File: src/rtl/debounce_pkg.sv
// Shared types and elaboration-time helpers for the pushbutton conditioner.
package debounce_pkg;

  typedef enum logic [1:0] {
    IDLE     = 2'd0,
    P_VERIFY = 2'd1,
    HELD     = 2'd2,
    R_VERIFY = 2'd3
  } deb_state_e;

  // True when a terminal count of (value-1) is reachable in a width-bit counter
  // without wrapping, and the value itself is a legal (non-zero) interval.
  function automatic bit count_fits(longint unsigned value, int unsigned width);
    if (value == 0) begin
      return 1'b0;
    end
    if (width >= 64) begin
      return 1'b1;
    end
    return value < (64'd1 << width);
  endfunction

endpackage

File: src/rtl/debounce_chan.sv
// One conditioned button: two-flop synchroniser, stable-time filter FSM,
// registered level and single-cycle press/release strobes with optional repeat.
module debounce_chan
  import debounce_pkg::*;
#(
  parameter int unsigned CNT_W         = 16,
  parameter int unsigned STABLE_CYCLES = 50000,
  parameter int unsigned REPEAT_EN     = 0,
  parameter int unsigned REP_W         = 24,
  parameter int unsigned REPEAT_DELAY  = 5000000,
  parameter int unsigned REPEAT_RATE   = 1000000
) (
  input  logic clk_i,
  input  logic rst_ni,
  input  logic sw_i,
  output logic level_o,
  output logic press_o,
  output logic release_o
);

  localparam logic [CNT_W-1:0] CNT_LAST   = CNT_W'(STABLE_CYCLES - 1);
  localparam logic [REP_W-1:0] DELAY_LAST = REP_W'(REPEAT_DELAY - 1);
  localparam logic [REP_W-1:0] RATE_LAST  = REP_W'(REPEAT_RATE - 1);

  logic             sync1_q, sync2_q;
  deb_state_e       state_q, state_d;
  logic [CNT_W-1:0] cnt_q, cnt_d;
  logic [REP_W-1:0] rcnt_q, rcnt_d;
  logic             first_q, first_d;
  logic             level_q, level_d;
  logic             press_q, press_d;
  logic             rel_q, rel_d;

  always_ff @(posedge clk_i) begin
    if (!rst_ni) begin
      sync1_q <= 1'b0;
      sync2_q <= 1'b0;
      state_q <= IDLE;
      cnt_q   <= '0;
      rcnt_q  <= '0;
      first_q <= 1'b0;
      level_q <= 1'b0;
      press_q <= 1'b0;
      rel_q   <= 1'b0;
    end else begin
      sync1_q <= sw_i;
      sync2_q <= sync1_q;
      state_q <= state_d;
      cnt_q   <= cnt_d;
      rcnt_q  <= rcnt_d;
      first_q <= first_d;
      level_q <= level_d;
      press_q <= press_d;
      rel_q   <= rel_d;
    end
  end

  always_comb begin
    state_d = state_q;
    cnt_d   = cnt_q;
    rcnt_d  = rcnt_q;
    first_d = first_q;
    level_d = level_q;
    press_d = 1'b0;
    rel_d   = 1'b0;

    unique case (state_q)
      IDLE: begin
        if (sync2_q) begin
          state_d = P_VERIFY;
          cnt_d   = '0;
        end
      end

      P_VERIFY: begin
        if (!sync2_q) begin
          state_d = IDLE;
        end else if (cnt_q == CNT_LAST) begin
          state_d = HELD;
          press_d = 1'b1;
          level_d = 1'b1;
          rcnt_d  = '0;
          first_d = 1'b0;
        end else begin
          cnt_d = cnt_q + CNT_W'(1);
        end
      end

      HELD: begin
        if (!sync2_q) begin
          state_d = R_VERIFY;
          cnt_d   = '0;
        end else if (REPEAT_EN != 0) begin
          // First repeat waits the long delay; later ones use the rate.
          if (rcnt_q == (first_q ? RATE_LAST : DELAY_LAST)) begin
            press_d = 1'b1;
            rcnt_d  = '0;
            first_d = 1'b1;
          end else begin
            rcnt_d = rcnt_q + REP_W'(1);
          end
        end
      end

      R_VERIFY: begin
        // A bounce back to HELD keeps rcnt/first so repeat timing resumes.
        if (sync2_q) begin
          state_d = HELD;
        end else if (cnt_q == CNT_LAST) begin
          state_d = IDLE;
          rel_d   = 1'b1;
          level_d = 1'b0;
        end else begin
          cnt_d = cnt_q + CNT_W'(1);
        end
      end

      default: begin
        state_d = IDLE;
      end
    endcase
  end

  assign level_o   = level_q;
  assign press_o   = press_q;
  assign release_o = rel_q;

endmodule

File: src/rtl/button_debounce_array.sv
// N independent pushbutton conditioners between raw board switches and game logic.
module button_debounce_array
  import debounce_pkg::*;
#(
  parameter int unsigned N             = 4,
  parameter int unsigned CNT_W         = 16,
  parameter int unsigned STABLE_CYCLES = 50000,
  parameter int unsigned REPEAT_EN     = 0,
  parameter int unsigned REP_W         = 24,
  parameter int unsigned REPEAT_DELAY  = 5000000,
  parameter int unsigned REPEAT_RATE   = 1000000
) (
  input  logic         CLK,
  input  logic         ACLR_L,
  input  logic [N-1:0] SW,
  output logic [N-1:0] LEVEL,
  output logic [N-1:0] PRESS,
  output logic [N-1:0] RELEASE
);

  if (!count_fits(longint'(STABLE_CYCLES), CNT_W)) begin : g_bad_stable
    $error("STABLE_CYCLES must be in 1 .. 2**CNT_W-1");
  end

  if (REPEAT_EN != 0 && (!count_fits(longint'(REPEAT_DELAY), REP_W) ||
                         !count_fits(longint'(REPEAT_RATE), REP_W))) begin : g_bad_repeat
    $error("REPEAT_DELAY and REPEAT_RATE must be in 1 .. 2**REP_W-1");
  end

  for (genvar i = 0; i < int'(N); i++) begin : g_chan
    debounce_chan #(
      .CNT_W        (CNT_W),
      .STABLE_CYCLES(STABLE_CYCLES),
      .REPEAT_EN    (REPEAT_EN),
      .REP_W        (REP_W),
      .REPEAT_DELAY (REPEAT_DELAY),
      .REPEAT_RATE  (REPEAT_RATE)
    ) u_chan (
      .clk_i    (CLK),
      .rst_ni   (ACLR_L),
      .sw_i     (SW[i]),
      .level_o  (LEVEL[i]),
      .press_o  (PRESS[i]),
      .release_o(RELEASE[i])
    );
  end

endmodule

File: config.mk
export PLATFORM = sky130hd
export DESIGN_NAME = button_debounce_array
export DESIGN_NICKNAME = d
export VERILOG_FILES = /design/src/rtl/debounce_pkg.sv /design/src/rtl/debounce_chan.sv /design/src/rtl/button_debounce_array.sv
export SDC_FILE = /design/constraint.sdc
export NUM_CORES = 1
export LEC_CHECK = 0
export ABC_AREA = 1
export ABC_CLOCK_PERIOD_IN_PS = 1450
export CORE_ASPECT_RATIO = 0.75
export CORE_UTILIZATION = 30
export DETAILED_ROUTE_END_ITERATION = 10
export GPL_ROUTABILITY_DRIVEN = 0
export RECOVER_POWER = 100
export SYNTH_ARGS = -nofsm -noshare
export SYNTH_HDL_FRONTEND = slang
export SYNTH_SLANG_ARGS = --single-unit
File: constraint.sdc
create_clock -name CLK -period 1.45 [get_ports CLK]
set_input_delay 0.29 -clock CLK [delete_from_list [all_inputs] [get_ports CLK]]
set_output_delay 0.29 -clock CLK [all_outputs]
set_load 0.01 [all_outputs]
==> flow_summary.toml <==
[finish]
post-route-util_pct = 41.0
final_nets = 926
layout-drive-gt1-share_pct = 25.4
diodes = 0
area_delta_synth_final_pct = 31.7

[global_routing]
grt_max_degree = 44
grt_pass1_wl_mm = 22.8
first_global_vias = 4722
antenna_found_initial = 0
globalRouteTotalUtil_pct = 15.3
overflow = 0

[yosys]
synth_edf_count = 0
syn_area_sq_mm = 0.00533
yosys_warnings = 0
syn-num-nets = 841
async_flop_share_pct = 0
synth_cells = 831
synth.distinct_cells = 40
synth.avg_cell_area_sq_um = 6.41
synth-seq-cells = 92
synth_seq_area_share_pct = 34.6
synthFlopType = "dfxtp_1"

[route]
post-route-drc-count = 0
vias = 5308
post_drt_wl_per_cell_microns = 11.8
wl_mm = 13.6
viasPerCell = 4.59
drtPass1Iterations = 5
drt_iter0_markers = 368
ant_nets = 0

[setup_path]
cp.arrival_ps = 1690
critPathLaunchType = "register"
end_kind = "register"
critical_path_required_ps = 1740
cp_max_fo = 4
worst-setup-path-type = "register to register"

[sta]
finClkSkew_ps = 6.12
rsz0062_at_grt = "true"
fin_tns_setup_ps = 0
period_needed_ps = 1400
final_max_slew_viol_count = 0
fmax_ghz = 0.714
setup_viol = 0
tightestPinTransition_ps = 359
holdWs_ps = 400
finalHoldViolations = 0
slew_headroom_pct = 76.1
post-route-period-util_pct = 96.6

[pwr]
ir_drop_mv = 0.611
p_leak_nw = 2.83
power_density_mw_per_mm2 = 786

[min_path]
hp-class = "input pin to register"

[cts]
cts_tree = "yes"
cts_sinks = 92
cts.clk_slew.worst_paths_ps = 70
cts-htree-levels = 3
cts_max_path_buffers = 2
cts_buffers = 9
clkLatencyLatePin_ps = 350
cts-root-buf = "clkbuf_16"

[placed_design]
io_buffers = 17
post-dp-hpwl_mm = 9.51

[floorplanning]
coreArea_sq_mm = 0.0171
ioPinCount = 18
row_count = 41
dieHeight_microns = 117
start_util_pct = 31.2
design.die.area_sq_mm = 0.0183
die_w_microns = 156

[run_status]
status = "complete, no violations"

[flow_run]
drv_cap = 0
-- path summary, 6_finish.rpt --
path / start / to / slack [ps] / cells after the start
min: ACLR_L / g_chan[3].u_chan.sync1_q / 400 / 4
min reg2reg: g_chan[3].u_chan.sync1_q / g_chan[3].u_chan.sync2_q / 410 / 2
max reg2reg: g_chan[0].u_chan.cnt_q[0] / g_chan[0].u_chan.cnt_q[8] / 50 / 9
max: g_chan[0].u_chan.cnt_q[0] / g_chan[0].u_chan.cnt_q[8] / 50 / 9
-- cells by family after synthesis --
logic type                 Yosys count  synth area share (%)
AOI/OAI and AO/OA                   87                  9.09
xor gates and xnor gates             7                  1.43
adders and majority gates            4                 0.940
buffers and inverters              139                  11.8
DFF                                 92                  34.6
and+or+nand+nor                    502                  42.2
-- Yosys cell counts (4+ instances only) --
cell type,number,share of area (%)
nand4_1,23,2.7
buf_2,4,0.38
nand2_2,5,0.59
nor2_1,118,8.3
o21bai_1,5,0.70
clkbuf_1,7,0.49
nand2_1,231,16
buf_4,14,2.0
nor3_1,10,0.94
nand3b_1,5,0.70
buf_6,4,0.85
nor2_2,13,1.5
xor2_1,5,0.82
nand3_1,79,7.4
nand3_4,4,1.3
ha_1,4,0.94
inv_1,101,7.1
o21ai_1,6,0.56
dfxtp_1,92,35
o21ai_0,19,1.8
inv_2,4,0.28
a21oi_1,47,4.4
a21oi_2,5,0.82
-- state kept, by name, indices dropped and copies added, names as in the netlist, named ones only --
| name | count |
|---|---|
| g_chan.u_chan.sync1_q | 4 |
| g_chan.u_chan.level_o | 4 |
| g_chan.u_chan.release_o | 4 |
| g_chan.u_chan.press_o | 4 |
| g_chan.u_chan.state_q | 4 |
| g_chan.u_chan.sync2_q | 4 |
| g_chan.u_chan.cnt_q | 64 |
-- power breakdown --
part	leakage [nW]	switching, mW	internal (mW)	total [mW]
logic	1.92	0.153	0.0828	0.236
clock network	0.163	1.04	1.69	2.73
registers	0.755	0.00900	2.54	2.55
total	2.83	1.20	4.31	5.51
-- layout by cell type (no fill, tap or decap), drive strengths merged --
cell,netlist,routed
nand4,23,23
nand3,84,84
or2,2,2
dlygate4sd3,0,3
a21oi,52,52
o21ai,25,25
ha,4,4
o21bai,5,5
xor2,7,7
nor3,11,11
clkdlybuf4s50,0,1
inv,105,106
clkinvlp,0,1
nor4,2,2
nand2,239,239
o31ai,1,1
bufinv,0,3
dlygate4sd2,0,12
nor2,134,134
clkbuf,8,15
nor3b,1,1
and2,1,1
o21a,2,2
nand3b,5,5
dfxtp,92,92
buf,25,86
clkinv,1,2
a211oi,2,2
-- critical path: stages (launching register included) --
cell	delay, ps
dfxtp_2	360
ha_4	150
nand2_4	60
nor2_4	180
buf_4	150
nand2_1	50
xor2_1	140
nor2_1	90
nand2_1	60
a21oi_2	100
-- stage by stage --
stage / area [sq um] / setup slack [ps] / total power [mW] / cells
6_report: 7010 / 49.3 / 5.51 / 1157
5_1_grt: 7010 / -52.0 / 5.72 / 1157
4_1_cts: 6630 / -14.9 / 5.59 / 1150
3_5_place_dp: 6250 / -81.3 / 2.83 / 1133
3_3_place_gp: 6250 / -95.3 / 2.83 / 1133
2_1_floorplan: 5330 / 21.5 / 2.74 / 831
-- metal layers --
metal  vias to the layer above  global-route usage, %  wire length [microns]
li1                       2798                      -                      -
met1                      2402                   22.6                   7260
met2                        91                   21.8                   5680
met3                        17                   4.03                    545
met4                         0                   3.55                    138
met5                         -                      0                      0
-- repair_timing --
item / CTS / global route
hold buffers: 0 / 0
pin swaps: 4 / 30
setup buffers: 1 / 7
setup endpoints to repair: 51 / 77
resized for setup: 28 / 110
-- area by class of cell --
class	instances	area, sq um
fillers	1782	10100
multi-input cells	600	3190
flip-flops and latches	92	1870
repair buffers	107	908
inverters	106	405
well taps	236	295
clock buffers	10	229
clock inverters	6	111
No activity file was read; power rests on OpenSTA's default activity.
